<file path="config.mk">
export PLATFORM = sky130hd
export DESIGN_NAME = digit_timer_controller
export DESIGN_NICKNAME = d
export VERILOG_FILES = /design/src/rtl/digit_timer_controller.sv
export SDC_FILE = /design/constraint.sdc
export NUM_CORES = 1
export LEC_CHECK = 0
export BUFFER_PORTS_ARGS = -buffer_cell sky130_fd_sc_hd__buf_2
export CAP_MARGIN = 10
export CELL_PAD_IN_SITES_DETAIL_PLACEMENT = 0
export CELL_PAD_IN_SITES_GLOBAL_PLACEMENT = 1
export CORE_MARGIN = 5
export CORE_UTILIZATION = 45
export CTS_BUF_LIST = sky130_fd_sc_hd__clkbuf_8
export DETAILED_ROUTE_END_ITERATION = 10
export PLACE_DENSITY = 0.87
export SYNTH_ARGS = -nofsm -noshare
export SYNTH_HDL_FRONTEND = slang
export SYNTH_SLANG_ARGS = --single-unit
</file>
<file path="constraint.sdc">
create_clock -name clk -period 2.6 [get_ports clk]
set_input_delay 0 -clock clk [delete_from_list [all_inputs] [get_ports clk]]
set_output_delay 0 -clock clk [all_outputs]
set_load 0.01 [all_outputs]
</file>
<file path="src/rtl/digit_timer_controller.sv">
// digit_timer_controller: keypad digit entry, timer load strobes and one-second tick generation
module digit_timer_controller #(
   parameter int TICKS_PER_SEC = 50000000
) (
   input  logic       clk,
   input  logic       rst,
   input  logic [3:0] KeyDigit,
   input  logic       KeyValid,
   input  logic       StartBtn,
   input  logic       FinTIn,
   output logic [3:0] TensBinaryOut,
   output logic [3:0] UnitsBinaryOut,
   output logic       TensInpLoad,
   output logic       UnitsInpLoad,
   output logic       OneSecDec,
   output logic       Running,
   output logic       Done,
   output logic       KeyReject
);
   localparam int PW = $clog2(TICKS_PER_SEC);
   localparam logic [PW-1:0] LAST = PW'(TICKS_PER_SEC - 1);

   typedef enum logic [2:0] {IDLE, GOT_TENS, READY, LOAD, RUN, PAUSE, DONE} state_t;

   state_t state, stateNext;
   logic [3:0] tens, units;
   logic [PW-1:0] presc;
   logic firstRun, keyOk, keyBad, zero, capTens, capUnits;

   assign keyOk = KeyValid && (KeyDigit <= 4'd9);
   assign keyBad = KeyValid && (KeyDigit > 4'd9);
   assign zero = (tens == 4'd0) && (units == 4'd0);

   always_comb begin
      stateNext = state;
      capTens = 1'b0;
      capUnits = 1'b0;
      case (state)
         IDLE: if (keyOk) begin
            capTens = 1'b1;
            stateNext = GOT_TENS;
         end
         GOT_TENS: if (keyOk) begin
            capUnits = 1'b1;
            stateNext = READY;
         end
         READY, DONE: if (StartBtn) stateNext = zero ? DONE : LOAD;
         else if (keyOk) begin
            capTens = 1'b1;
            stateNext = GOT_TENS;
         end
         LOAD: stateNext = RUN;
         // the timer is still absorbing the load during the first RUN cycle
         RUN: stateNext = (FinTIn && !firstRun) ? DONE : StartBtn ? PAUSE : RUN;
         PAUSE: stateNext = FinTIn ? DONE : StartBtn ? RUN : PAUSE;
         default: stateNext = IDLE;
      endcase
   end

   always_ff @(posedge clk) begin
      if (rst) begin
         state <= IDLE;
         tens <= 4'd0;
         units <= 4'd0;
         presc <= '0;
         firstRun <= 1'b0;
         KeyReject <= 1'b0;
      end else begin
         state <= stateNext;
         tens <= capTens ? KeyDigit : tens;
         units <= capUnits ? KeyDigit : units;
         // count only cycles that stay in RUN so a pause holds the current count
         presc <= (state == LOAD) ? '0 :
                  (state == RUN && stateNext == RUN) ? ((presc == LAST) ? '0 : presc + 1'b1) : presc;
         firstRun <= (state == LOAD);
         KeyReject <= keyBad && (state inside {IDLE, GOT_TENS, READY, DONE});
      end
   end

   assign TensBinaryOut = tens;
   assign UnitsBinaryOut = units;
   assign TensInpLoad = (state == LOAD);
   assign UnitsInpLoad = (state == LOAD);
   assign OneSecDec = (state == RUN) && (presc == LAST);
   assign Running = (state == RUN);
   assign Done = (state == DONE);
endmodule

</file>
==> out/qor.yml, run 1 <==
grt:
  overflow: 0
  grt_max_degree: 18
  grt_pass1_vias: 1643
  use_met3_pct: 4.450
  grt_pass1_wl_um: 7741
  grt_util_met1_pct: 19.25
  antenna_found_initial: 0
  track_usage_pct: 15.93
  grt_use_met2_pct: 26.83
  busiest_layer: "met2"
pwr:
  swShare_pct: 24.33
  p_per_area_nw_per_um2: 516.6
  internal-power_uw: 906.2
  leakage_uw: 0.0008582
  p_clk_share_pct: 37.9
  peakVddDrop_mv: 0.3588
  sequentialPowerShare_pct: 52.4
  combPwrFrac_pct: 9.7
  fin_total_pwr_uw: 1198
  power.switching_uw: 291.4
finish:
  layout_commonest_cell: "dfxtp_1"
  drive_gt1_share_pct: 18.89
  antenna_cells: 0
  finish.net_count: 279
  area_growth_pct: 15.24
  fill_cells: 424
  mostFrequentLayoutCells: "dfxtp_1, nor2_1, nand2_1"
  final_util_pct: 53.25
synthesis:
  synth_area_leaders: "dfxtp_1, nor2_1, nand2_1"
  synth_top_area_cell: "dfxtp_1"
  ys_seq_area_share_pct: 38.81
  synth_top_area_share_pct: 38.81
  synth_area_um2: 2012
  synth_fp_nets: 250
  syn_inst: 240
  synth_cell_types: 40
  ys_ff_latch: 39
  syn_avg_cell_area_um2: 8.383
  ys.warnings.count: 0
sta:
  fin_skew_ns: 0.01038
  final-max-slew-violation-count: 0
  worst_pin_slew_ns: 0.6070
  rsz0062_at_grt: "false"
  max_freq_mhz: 441.1
  setup_viol: 0
  setup_slack_ns: 0.3329
  fin_crit_sh_pct: 87.19
  hold_ws_ns: 0.01811
  finalSetupTns_ns: 0
  layout_min_cycle_time_ns: 2.267
  relSlewSlack_pct: 59.54
  finalHoldViolations: 0
placement:
  place_ws_ns: 0.4947
  dp_hpwl_um: 3220
  gp_congestion: 0.7884
  portBuffers: 22
clock_network:
  cts_setup_buffers: 0
  root_buffer: "clkbuf_8"
  htree_levels: 2
  cts_tree: "done"
  cts_sinks: 39
  clk_pin_slew_ns: 0.08
  cts_made_buffers: 5
  clk_latency_ns: 0.29
  clock_path_buffers: 2
critical_path:
  slowest_delay_ns: 0.62
  r2r_start: "presc[9]"
  worstPathBufferInverterCount: 1
  crit_fanout: 8
  cp-start-kind: "flip-flop"
  critPathLaunch: "presc[9]"
  required_ns: 2.60
  path_class: "reg2out"
  critical_path.top_delay_family: "simple AND/OR/NAND/NOR gates"
  worstSetupEndpointType: "primary output"
  crit_arrival_ns: 2.27
  crit_chain: "or4b_2 > nor4_1 > nand3_1 > nor2_1 > buf_2"
  cp_slowest_cell: "or4b_2"
worst_hold_path:
  worstHoldStart: "rst"
  hp-class: "in2reg"
drt:
  viasPerCell: 5.568
  wl_per_cell_um: 13.89
  drc_errors: 0
  routed_wl_um: 4473
  dr.pass1.iters: 4
  via_count: 1793
  drt_iter0_drc: 124
  ant_nets: 0
floorplan:
  die_height_um: 76.87
  die_x_um: 76.87
  start_util_pct: 46.21
  rows: 24
  core_area_um2: 4354
  io_pins: 23
  die_area_um2: 5908
run_status:
  status: "complete, no violations"
run:
  maxCapViolations: 0
[cells in the mapped netlist]
cell type / n
nand3_1: 17
mux2i_1: 8
inv_1: 3
nor3_4: 1
nand2_1: 28
o2bb2ai_1: 1
o311ai_0: 1
o21bai_1: 1
or3_1: 7
a211oi_1: 2
and4_1: 1
or3b_1: 1
o21bai_2: 1
or4bb_1: 2
nor2b_1: 3
nor4_2: 7
buf_6: 4
and3_1: 3
nor4_1: 5
a22o_1: 1
or4b_2: 1
nand4b_1: 2
ha_1: 1
nor3b_1: 1
xnor2_1: 6
or2_2: 2
dfxtp_1: 39
o22ai_1: 1
xor2_1: 11
nor3_1: 4
a21oi_1: 10
o21ai_0: 5
a31oi_1: 5
a31o_2: 1
o31ai_1: 1
buf_1: 1
nand4_1: 11
nor2_1: 33
buf_4: 1
clkbuf_1: 7
[through the flow]
step	std cells	area [um2]
3_5_place_dp	309	2165
2_1_floorplan	240	2012
4_1_cts	322	2318
5_1_grt	322	2318
6_report	322	2318
3_3_place_gp	309	2165
[layer usage]
layer  vias up  part of all wire, %
met5         -                    0
met4         0                  1.6
met3         7                  3.8
met2        32                   48
met1       835                   46
li1        919                    -
[cell type report]
class	instances	area, um2	area share [%]
Multi-Input combinational cell	185	1137	49.06
Sequential cell	39	780.7	33.68
Timing Repair Buffer	35	220.2	9.498
Clock buffer	7	96.34	4.155
Tap cell	52	65.06	2.806
Inverter	3	11.26	0.4857
Clock inverter	1	7.507	0.3238
[path summary, 6_finish.rpt]
kind / endpoint / slack (ns) / cells past startpoint
setup reg to reg: presc[14] / 0.46 / 5
hold reg to reg: presc[1] / 0.50 / 2
hold / removal: TensBinaryOut[0] / 0.02 / 2
setup / recovery: OneSecDec / 0.33 / 5
[cells by family (layout without fill, tap and decap cells)]
| kind of cell | after synthesis | after routing | share of synthesized area, % |
|---|---|---|---|
| AO/OA/AOI/OAI | 30 | 30 | 9.391 |
| AND/OR/NAND/NOR | 129 | 129 | 35.14 |
| multiplexers | 8 | 8 | 3.980 |
| flip-flops | 39 | 39 | 38.81 |
| adder cells (fa/ha/maj) | 1 | 1 | 0.6218 |
| XOR/XNOR | 17 | 17 | 7.400 |
| buffers and inverters | 16 | 46 | 4.664 |
[power by group through the flow]
stage	clock, uW	sequential [uW]	combinational (uW)
floorplan	0	642	76.9
global placement	0	642	109
detailed placement	0	642	110
CTS	466	628	116
global route	495	631	128
finish	454	628	116
[registers in the layout, summed over array words and instances, names as in the netlist]
signal / count
firstRun: 1
state: 3
presc: 26
TensBinaryOut: 4
UnitsBinaryOut: 4
KeyReject: 1
[timing repair]
action,in CTS,in global routing
hold buffers,5,0
gates resized for setup,0,0
hold endpoints to repair,9,0
Power figures use the tool's default switching activity.
==> run 2: changes to the inputs <==
CORE_UTILIZATION = 44   (was 45)
PLACE_DENSITY = 0.86   (was 0.87)
==> out/qor.yml, run 2 (synthesis results as in run 1) <==
critical_path:
  critPathLaunch: "presc[9]"
  cp-endpoint: "OneSecDec"
  path_class: "reg2out"
  crit_fanout: 8  # unchanged
  cp-start-kind: "flip-flop"
  r2r_start: "presc[9]"
  worstSetupEndpointType: "primary output"
  rrSetupSlack_ns: 0.45  # about the same
  r2r-end: "presc[23]"
  r2r_cells: 5  # unchanged
  crit_arrival_ns: 2.29  # +0.02 ns
  required_ns: 2.60  # about the same
sta:
  fin_skew_ns: 0.008489  # -0.001888 ns
  rsz0062_at_grt: "false"
  relSlewSlack_pct: 59.89  # +0.35 points
  layout_min_cycle_time_ns: 2.286  # +0.01854 ns
  finalHoldViolations: 0  # unchanged
  worst_pin_slew_ns: 0.6017  # -0.005292 ns
  max_freq_mhz: 437.5  # -0.81%
  fin_crit_sh_pct: 87.91  # +0.71 points
  setup_viol: 0  # unchanged
  finalSetupTns_ns: 0  # unchanged
  setup_slack_ns: 0.3144  # -0.01854 ns
  final-max-slew-violation-count: 0  # unchanged
finish:
  fill_cells: 427  # +0.71%
  mostFrequentLayoutCells: "dfxtp_1, nor2_1, nand2_1"
  largest_reg_flops: 26  # unchanged
  final_util_pct: 52.51  # -0.74 points
  drive_gt1_share_pct: 18.59  # -0.30 points
  largest-register: "presc"
  area_growth_pct: 14.43
  layout_commonest_cell: "dfxtp_1"
  finish.net_count: 279  # unchanged
  antenna_cells: 0  # unchanged
floorplan:
  io_pins: 23  # unchanged
  core_area_um2: 4384  # +0.69%
  start_util_pct: 45.89  # -0.32 points
  die_height_um: 77.62  # +0.98%
  die_x_um: 77.62  # +0.98%
  die_area_um2: 6025  # +2.0%
  rows: 24  # unchanged
grt:
  antenna_found_initial: 0  # unchanged
  grt_pass1_vias: 1751  # +6.6%
  grt_pass1_wl_um: 7969  # +2.9%
  track_usage_pct: 15.90  # -0.032 points
  overflow: 0  # unchanged
  grt_max_degree: 18  # unchanged
clock_network:
  cts_resized: 0  # unchanged
  clk_pin_slew_ns: 0.08  # about the same
  clk_latency_ns: 0.29  # about the same
  cts_tree: "done"
  htree_levels: 2  # unchanged
  root_buffer: "clkbuf_8"
  clock_path_buffers: 2  # unchanged
  hold_buffers: 5  # unchanged
  cts_sinks: 39  # unchanged
  cts_made_buffers: 5  # unchanged
  cts_setup_buffers: 0  # unchanged
worst_hold_path:
  hp-class: "in2reg"
pwr:
  leakage_uw: 0.0008548  # -0.40%
  peakVddDrop_mv: 0.2635  # -27%
  p_per_area_nw_per_um2: 503.0  # -2.6%
placement:
  gp_congestion: 0.7839  # -0.57%
  portBuffers: 22  # unchanged
  place_ws_ns: 0.4589  # -0.03583 ns
  dp_hpwl_um: 3285  # +2.0%
drt:
  via_count: 1799  # +0.33%
  drc_errors: 0  # unchanged
  viasPerCell: 5.604  # +0.65%
  routed_wl_um: 4577  # +2.3%
  drt_iter0_drc: 84  # -32%
  wl_per_cell_um: 14.26  # +2.6%
  ant_nets: 0  # unchanged
  dr.pass1.iters: 4  # unchanged
run_status:
  status: "complete, no violations"
run:
  maxCapViolations: 0  # unchanged
## run 2: cell types whose count changed in the layout (fill, tap and decap cells not counted)
cell        previous run  this run
clkbuf_8               7         6
clkinvlp_4             1         0
clkinv_2               0         1
## run 2: worst min path at each step
stage	from	to	slack [ns]	cells past startpoint
after floorplan	KeyDigit[0]	TensBinaryOut[0]	0.14	2
after global routing	rst	UnitsBinaryOut[1]	0.02	2
after global placement	KeyDigit[0]	TensBinaryOut[0]	0.25	3
final	rst	TensBinaryOut[1]	0.03	2
after CTS	rst	UnitsBinaryOut[1]	0.02	2
after detailed placement	KeyDigit[0]	TensBinaryOut[0]	0.26	3
## run 2: layout make-up
class	instances	area (um2)	share of cell area, %
multi-input combinational	185	1137	49.40
sequential	39	780.7	33.91
timing repair buffer	35	220.2	9.565
clock buffer	6	82.58	3.587
tap	52	65.06	2.826
inverter	3	11.26	0.4891
clock inverter	1	5.005	0.2174
## run 2: metal layers
| layer | vias to the layer above | part of all wire, % | track usage (%) |
|---|---|---|---|
| li1 | 917 | - | - |
| met4 | 0 | 1.2 | 5.670 |
| met2 | 32 | 50 | 27.30 |
| met3 | 5 | 3.8 | 3.588 |
| met5 | - | 0 | 0 |
| met1 | 845 | 45 | 19.33 |
## run 2: where the power goes
| part | internal, uW | switching, uW |
|---|---|---|
| logic | 51.4 | 64.5 |
| registers | 614 | 14.5 |
| clock network | 208 | 206 |
## run 2: stage by stage
stage / instances / hold WS [ns] / power, uW / area (um2)
after global placement: 309 / 0.2522 / 751.4 / 2165
final: 321 / 0.02718 / 1158 / 2302
after CTS: 321 / 0.01859 / 1179 / 2302
after detailed placement: 309 / 0.2574 / 752.5 / 2165
after floorplan: 240 / 0.1439 / 719.4 / 2012
after global routing: 321 / 0.02142 / 1218 / 2302
## run 2: worst max-delay path: stages (launching register included)
cell	delay, ns
dfxtp_1	0.37
or4b_2	0.62
nor4_1	0.36
nand3_1	0.32
nor2_1	0.17
buf_2	0.15
